### src/rtl/bcd_bin_conv.sv
// Handshaked BCD <-> binary converter: multiply-accumulate for BCD->binary,
// shift-add-3 (double dabble) for binary->BCD, with invalid-digit and overflow flags.
module bcd_bin_conv #(
   parameter int DIGITS = 7,
   parameter int BIN_W  = 24
) (
   input  logic                clk,
   input  logic                rst,
   input  logic                start,
   input  logic                mode,
   input  logic [4*DIGITS-1:0] din_bcd,
   input  logic [BIN_W-1:0]    din_bin,
   output logic                busy,
   output logic                done,
   output logic                err,
   output logic [BIN_W-1:0]    dout_bin,
   output logic [4*DIGITS-1:0] dout_bcd
);

   localparam int BCD_W = 4 * DIGITS;
   localparam int ACC_W = BIN_W + 4;
   localparam int N_MAX = (DIGITS > BIN_W) ? DIGITS : BIN_W;
   localparam int CNT_W = $clog2(N_MAX + 1);

   typedef enum logic [1:0] {IDLE, CONV, FIN} state_t;

   state_t             state_reg, state_next;
   logic               mode_reg, mode_next;
   logic [ACC_W-1:0]   acc_reg, acc_next;
   logic [BCD_W-1:0]   bcd_reg, bcd_next;
   logic [BIN_W-1:0]   bin_reg, bin_next;
   logic [CNT_W-1:0]   cnt_reg, cnt_next;
   logic               sticky_reg, sticky_next;
   logic               done_reg, done_next;
   logic               err_reg, err_next;
   logic [BIN_W-1:0]   dout_bin_reg, dout_bin_next;
   logic [BCD_W-1:0]   dout_bcd_reg, dout_bcd_next;

   // bcd_reg doubles as the operand shifter in mode 0 and the result builder in mode 1.
   logic [3:0]         digit;
   logic [ACC_W-1:0]   acc_mac;
   logic               acc_ovf;
   logic [BCD_W-1:0]   bcd_adj;

   assign digit   = bcd_reg[BCD_W-1 -: 4];
   assign acc_mac = (acc_reg << 3) + (acc_reg << 1) + {{(ACC_W-4){1'b0}}, digit};
   assign acc_ovf = |acc_mac[ACC_W-1:BIN_W];

   genvar gi;
   generate
      for (gi = 0; gi < DIGITS; gi++) begin : g_adj
         assign bcd_adj[4*gi +: 4] = (bcd_reg[4*gi +: 4] >= 4'd5) ?
                                     bcd_reg[4*gi +: 4] + 4'd3 : bcd_reg[4*gi +: 4];
      end
   endgenerate

   always_comb begin
      state_next    = state_reg;
      mode_next     = mode_reg;
      acc_next      = acc_reg;
      bcd_next      = bcd_reg;
      bin_next      = bin_reg;
      cnt_next      = cnt_reg;
      sticky_next   = sticky_reg;
      done_next     = 1'b0;
      err_next      = err_reg;
      dout_bin_next = dout_bin_reg;
      dout_bcd_next = dout_bcd_reg;
      case (state_reg)
         IDLE: begin
            if (start) begin
               mode_next   = mode;
               acc_next    = '0;
               sticky_next = 1'b0;
               if (mode) begin
                  bcd_next = '0;
                  bin_next = din_bin;
                  cnt_next = CNT_W'(BIN_W);
               end else begin
                  bcd_next = din_bcd;
                  cnt_next = CNT_W'(DIGITS);
               end
               state_next = CONV;
            end
         end
         CONV: begin
            if (!mode_reg) begin
               bcd_next = bcd_reg << 4;
               if (digit > 4'd9 || acc_ovf) sticky_next = 1'b1;
               acc_next = {4'b0, acc_mac[BIN_W-1:0]};
            end else begin
               {bcd_next, bin_next} = {bcd_adj[BCD_W-2:0], bin_reg, 1'b0};
               if (bcd_adj[BCD_W-1]) sticky_next = 1'b1;
            end
            cnt_next = cnt_reg - CNT_W'(1);
            if (cnt_reg == CNT_W'(1)) state_next = FIN;
         end
         FIN: begin
            done_next = 1'b1;
            err_next  = sticky_reg;
            if (!mode_reg) dout_bin_next = sticky_reg ? '0 : acc_reg[BIN_W-1:0];
            else           dout_bcd_next = sticky_reg ? '0 : bcd_reg;
            state_next = IDLE;
         end
         default: state_next = IDLE;
      endcase
   end

   always_ff @(posedge clk) begin
      if (rst) begin
         state_reg    <= IDLE;
         mode_reg     <= 1'b0;
         acc_reg      <= '0;
         bcd_reg      <= '0;
         bin_reg      <= '0;
         cnt_reg      <= '0;
         sticky_reg   <= 1'b0;
         done_reg     <= 1'b0;
         err_reg      <= 1'b0;
         dout_bin_reg <= '0;
         dout_bcd_reg <= '0;
      end else begin
         state_reg    <= state_next;
         mode_reg     <= mode_next;
         acc_reg      <= acc_next;
         bcd_reg      <= bcd_next;
         bin_reg      <= bin_next;
         cnt_reg      <= cnt_next;
         sticky_reg   <= sticky_next;
         done_reg     <= done_next;
         err_reg      <= err_next;
         dout_bin_reg <= dout_bin_next;
         dout_bcd_reg <= dout_bcd_next;
      end
   end

   assign busy     = (state_reg != IDLE);
   assign done     = done_reg;
   assign err      = err_reg;
   assign dout_bin = dout_bin_reg;
   assign dout_bcd = dout_bcd_reg;

endmodule
### config.mk
export PLATFORM = sky130hd
export DESIGN_NAME = bcd_bin_conv
export DESIGN_NICKNAME = d
export VERILOG_FILES = /design/src/rtl/bcd_bin_conv.sv
export SDC_FILE = /design/constraint.sdc
export NUM_CORES = 1
export LEC_CHECK = 0
export ABC_AREA = 1
export CORE_MARGIN = 3
export CORE_UTILIZATION = 45
export CTS_BUF_LIST = sky130_fd_sc_hd__clkbuf_8
export CTS_CLUSTER_SIZE = 30
export DETAILED_ROUTE_END_ITERATION = 8
export HOLD_SLACK_MARGIN = 0.06
export PLACE_DENSITY = 0.77
export SLEW_MARGIN = 20
export SYNTH_ARGS = -nofsm -noshare
export SYNTH_HDL_FRONTEND = slang
export SYNTH_SLANG_ARGS = --single-unit
export TNS_END_PERCENT = 5
### constraint.sdc
create_clock -name clk -period 5.7 [get_ports clk]
set_input_delay 1.14 -clock clk [delete_from_list [all_inputs] [get_ports clk]]
set_output_delay 1.14 -clock clk [all_outputs]
set_load 0.01 [all_outputs]
# After elaboration in Yosys (flattened, before gate mapping)
# Cells that the tools add are included.
[word_totals]
ff_bits = 142
word_cells = 85
[classes]
bitwise_logic = 1
eq_ne = 10
n_mux = 32
n_lt_le_gt_ge = 8
n_reduce_logical = 13
n_addsub = 10
[op_table]
columns = ["op", "count"]
rows = [
  ["28-bit 2-to-1 mux", 4],
  ["24-bit 2-to-1 mux", 4],
  ["28-bit case mux with 2 select lines", 1],
  ["27-bit 2-to-1 mux", 2],
  ["27-bit case mux with 2 select lines", 1],
  ["24-bit case mux with 2 select lines", 1],
  ["28-bit adder", 1],
  ["28-bit by 4-bit adder with 28-bit output", 1],
  ["4-bit by 2-bit adder with 4-bit output (second input constant)", 7],
  ["4-bit by 3-bit greater-or-equal comparator with 1-bit output (second input constant)", 7],
  ["4-bit 2-to-1 mux", 7],
  ["5-bit 2-to-1 mux", 2],
  ["2-bit inequality test (second input constant)", 5],
  ["5-bit case mux with 2 select lines", 1],
  ["2-bit AND reduction", 5],
  ["4-bit AND reduction", 2],
  ["3-bit inequality test (second input constant)", 2],
  ["5-bit by 1-bit equality test with 1-bit output (second input constant)", 1],
  ["1-bit 2-to-1 mux", 5],
  ["5-bit by 1-bit subtractor with 5-bit output (second input constant)", 1],
  ["4-bit > comparator (second input constant)", 1],
  ["2-bit 2-to-1 mux", 2],
  ["2-bit case mux with 2 select lines", 1],
  ["2-bit nonzero test", 2],
  ["8 further kinds", 8],
]

# Longest topological paths before layout
[depth]
word_depth = 7
mapped_depth = 18

# Least setup slack after synthesis
# No wires, ideal clock.
[synth_timing]
kind = "register to register"
from = "register bcd_reg[27]"
to = "register acc_reg[22]"
setup_slack_ps = 3370
synth_period_minus_slack_ps = 2330
required_ps = 5568
t_arrival_ps = 2198
path_stages_with_launch = 16
path_cell_list = "dfxtp_1 > inv_1 > fa_1 > fa_1 > inv_1 > nand2_1 > nand2_1 > nand3_1 > nand2_1 > nand3_1 > nand3_1 > nand2_1 > nand2_1 > nand2_1 > nand3_1 > a21oi_1"
[synth_between]
elab_chain_cells = 3
[synth_rtl]
columns = ["item", "line", "source"]
rows = [
  ["from (decl)", "30", "logic [BCD_W-1:0] bcd_reg, bcd_next;"],
  ["from (signal assigned)", "126", "bcd_reg <= bcd_next;"],
  ["28-bit by 4-bit adder with 28-bit output", "46", "assign acc_mac = (acc_reg << 3) + (acc_reg << 1) + {{(ACC_W-4){1'b0}}, digit};"],
  ["27-bit 2-to-1 mux", "87", "if (!mode_reg) begin"],
  ["27-bit case mux with 2 select lines", "69", "case (state_reg)"],
  ["to (signal assigned)", "125", "acc_reg <= acc_next;"],
  ["to (decl)", "29", "logic [ACC_W-1:0] acc_reg, acc_next;"],
]
# Every way passes these cells. The select of a mux whose other input is x is not followed.
# A chain may end at the register's enable or synchronous reset.

# Worst setup path after layout
[layout_timing]
from = "register state_reg[0]"
to = "register bin_reg[14]"
[layout_between]
elab_chain_cells = 3
word_cells_on_any_way = 8
[layout_rtl]
columns = ["item", "line", "source"]
rows = [
  ["from (decl)", "27", "state_t state_reg, state_next;"],
  ["from (signal assigned)", "123", "state_reg <= state_next;"],
  ["2-bit by 1-bit equality test with 1-bit output or 2-bit logical NOT (tied branches)", "69", ""],
  ["2-bit inequality test (no source line) or 2-bit nonzero test (tied branches)", "-", ""],
  ["4-bit AND reduction (no source line)", "-", ""],
  ["to (signal assigned)", "127", "bin_reg <= bin_next;"],
  ["to (decl)", "31", "logic [BIN_W-1:0] bin_reg, bin_next;"],
]
# Several ways; a longest one is shown, not always the timed one.

==> impl_metrics.toml <==
[synthesis]
synth_edf_count = 0
ys_async_sr_fraction_pct = 0
synth_top_flop_cell = "dfxtp_1"
syn-num-nets = 1297
yosysWarningCount = 0
synth_area_per_cell_sq_um = 6.91
synth_cell_types = 40
syn-cell-area_sq_um = 8130
ys_ff_latch = 139
ys_seq_area_share_pct = 34.2
syn_inst = 1176

[timing]
slew_violations = 0
max_freq_ghz = 0.305
period_needed_ns = 3.28
finalSetupViolCount = 0
period_share_pct = 57.5
finClkSkew_ns = 0.0172
rsz0062_at_grt = "no"
holdWs_ns = 0.466
finalHoldViolations = 0
slew_headroom_pct = 28.0
final.setup.tns_ns = 0
worstMarginPinSlew_ns = 1.08

[power_and_ir_drop]
totalPowerFinal_uw = 2300
p_switching_uw = 717
comb_power_share_pct = 16.5
power.share.sequential_pct = 47.2
p_leak_uw = 0.00402
peakVddDrop_v = 0.000174
power_frac_clock_pct = 36.3
swShare_pct = 31.2
internal_power_uw = 1580
powerDensity_nw_per_um2 = 238

[hold_path]
worst_hold_path.endpoint = "dout_bin[18]"
hp-start = "dout_bin[18]"
holdPathStages = 2
hp-class = "flop to flop"

[setup_path]
crit_type = "flop to flop"
worst_ep_required_time_ns = 6.05
cp-end-kind = "flop"
reg2reg_to = "bin_reg[14]"
rrSetupSlack_ns = 2.42
rr_worst_depth = 9
r2r-start = "state_reg[0]"
path_max_fanout = 46
start_kind = "flop"
arrival_ns = 3.62

[global_routing]
grt_overflow = 0
antenna_found_initial = 0
grt_max_degree = 95
grt_pass1_wl_microns = 35900
grt_pass1_vias = 7501
grtUsageTotal_pct = 21.7

[finish]
final_layout_size_suffix_gt1_share_pct = 4.96
fin_util_pct = 55.2
final_cell_mix = "nand2_1, a21oi_1, dfxtp_1"
seqCellArea_sq_um = 2780
final_cells = 1494
n_antenna_cell = 0
fillerInstances = 1672
final_common_cell = "nand2_1"
area_growth_pct = 18.8
nNetsFinal = 1377
multi_input_area_sq_um = 4630

[place]
post-place-cells = 1462
dpl.hpwl_microns = 15100
place.port_buffers = 110
place.gp.congestion = 0.935

[flow_run]
timing.max_cap.violations = 0

[clocking]
cts_setup_buffers = 0
cts_hold_buf = 0
cts_sinks = 139
clk_latency_ns = 0.47
cts_root_buf = "clkbuf_8"
cts_resized = 0
clk_path_buf_depth = 2
cts_buffers = 17
tritoncts = "built"
path_clk_slew_ns = 0.08
h-tree-depth = 4

[routing]
wl_per_cell_microns = 14.4
drc = 0
drtPass1Iterations = 6
viasPerCell = 5.37
vias = 8024
wl_microns = 21500
ant_nets = 0
dr.first_iter.drc_count = 711

[floorplan]
pin_count = 111
fp.dieH_microns = 140
initial_core_util_pct = 46.5
dieArea_sq_um = 19700
rows = 48
core_sq_um = 17500
die_x_microns = 140

[run_status]
outcome = "completed"
[power groups by stage]
| stage | registers (uW) | clock network (uW) | logic [uW] |
|---|---|---|---|
| floorplan | 1080 | 0 | 288 |
| global placement | 1100 | 0 | 364 |
| detailed placement | 1100 | 0 | 373 |
| CTS | 1080 | 843 | 375 |
| global route | 1090 | 886 | 427 |
| finish | 1080 | 835 | 379 |
[logic make-up after synthesis]
family          after synthesis  synth area share [%]
compound gates              319                  21.4
xor+xnor                      8                 0.862
fa+ha+maj                    65                  10.2
buf+inv                     166                  8.85
flops                       139                  34.2
simple gates                479                  24.5
[cells in the mapped netlist, types with 4 or more instances]
cell type	n	area (sq um)
nor2_1	55	206
nand2_1	326	1220
ha_1	63	788
xor2_1	8	70.1
dfxtp_1	139	2780
buf_2	18	90.1
nor2_4	4	45.0
o21ai_1	4	20.0
nand3_1	64	320
buf_4	7	52.6
a31oi_1	34	213
o211ai_1	13	97.6
inv_2	5	18.8
o21bai_1	4	30.0
o21ai_0	95	475
or2_2	7	43.8
a22oi_1	6	45.0
inv_1	106	398
nand4_1	5	31.3
clkbuf_1	20	75.1
a21oi_1	150	751
buf_6	6	67.6
nor3_1	6	30.0
[through the flow]
| stage | worst slack (ns) | area [sq um] |
|---|---|---|
| final | 2.42 | 9650 |
| after global routing | 2.14 | 9650 |
| after CTS | 2.50 | 9650 |
| after detailed placement | 2.37 | 9250 |
| after global placement | 2.45 | 9250 |
| after floorplan | 3.37 | 8130 |
[worst max-delay path by stage]
stage,start,endpoint,slack [ns]
floorplan,bcd_reg[27],acc_reg[22],3.37
global placement,start,bcd_reg[16],2.45
detailed placement,start,bcd_reg[11],2.37
CTS,state_reg[0],bin_reg[14],2.50
global route,state_reg[0],bin_reg[14],2.14
finish,state_reg[0],bin_reg[14],2.42
[routing by layer]
metal	global-route usage, %	wire length (microns)	vias to the layer above
met3	3.93	1180	32
li1	-	-	4102
met1	30.4	10600	3665
met2	33.9	9380	225
met4	6.63	416	0
met5	0	0	-
[cell type report]
class                   instances  share of cell area [%]
multi-input cells             871                    48.0
flip-flops and latches        139                    28.8
repair buffers                114                    11.7
inverters                     113                    4.42
well taps                     225                    2.92
clock buffers                  19                    2.71
clock inverters                13                    1.45
[worst max-delay path, cell delays in order, from the launching register on]
cell,delay (ns)
dfxtp_1,0.35
inv_1,0.09
nor2_4,0.57
inv_2,0.43
nor2_4,0.63
inv_2,0.43
nand2_2,0.21
inv_4,0.15
o21ai_0,0.21
a31oi_1,0.05
(Power assumes the default switching activity.)
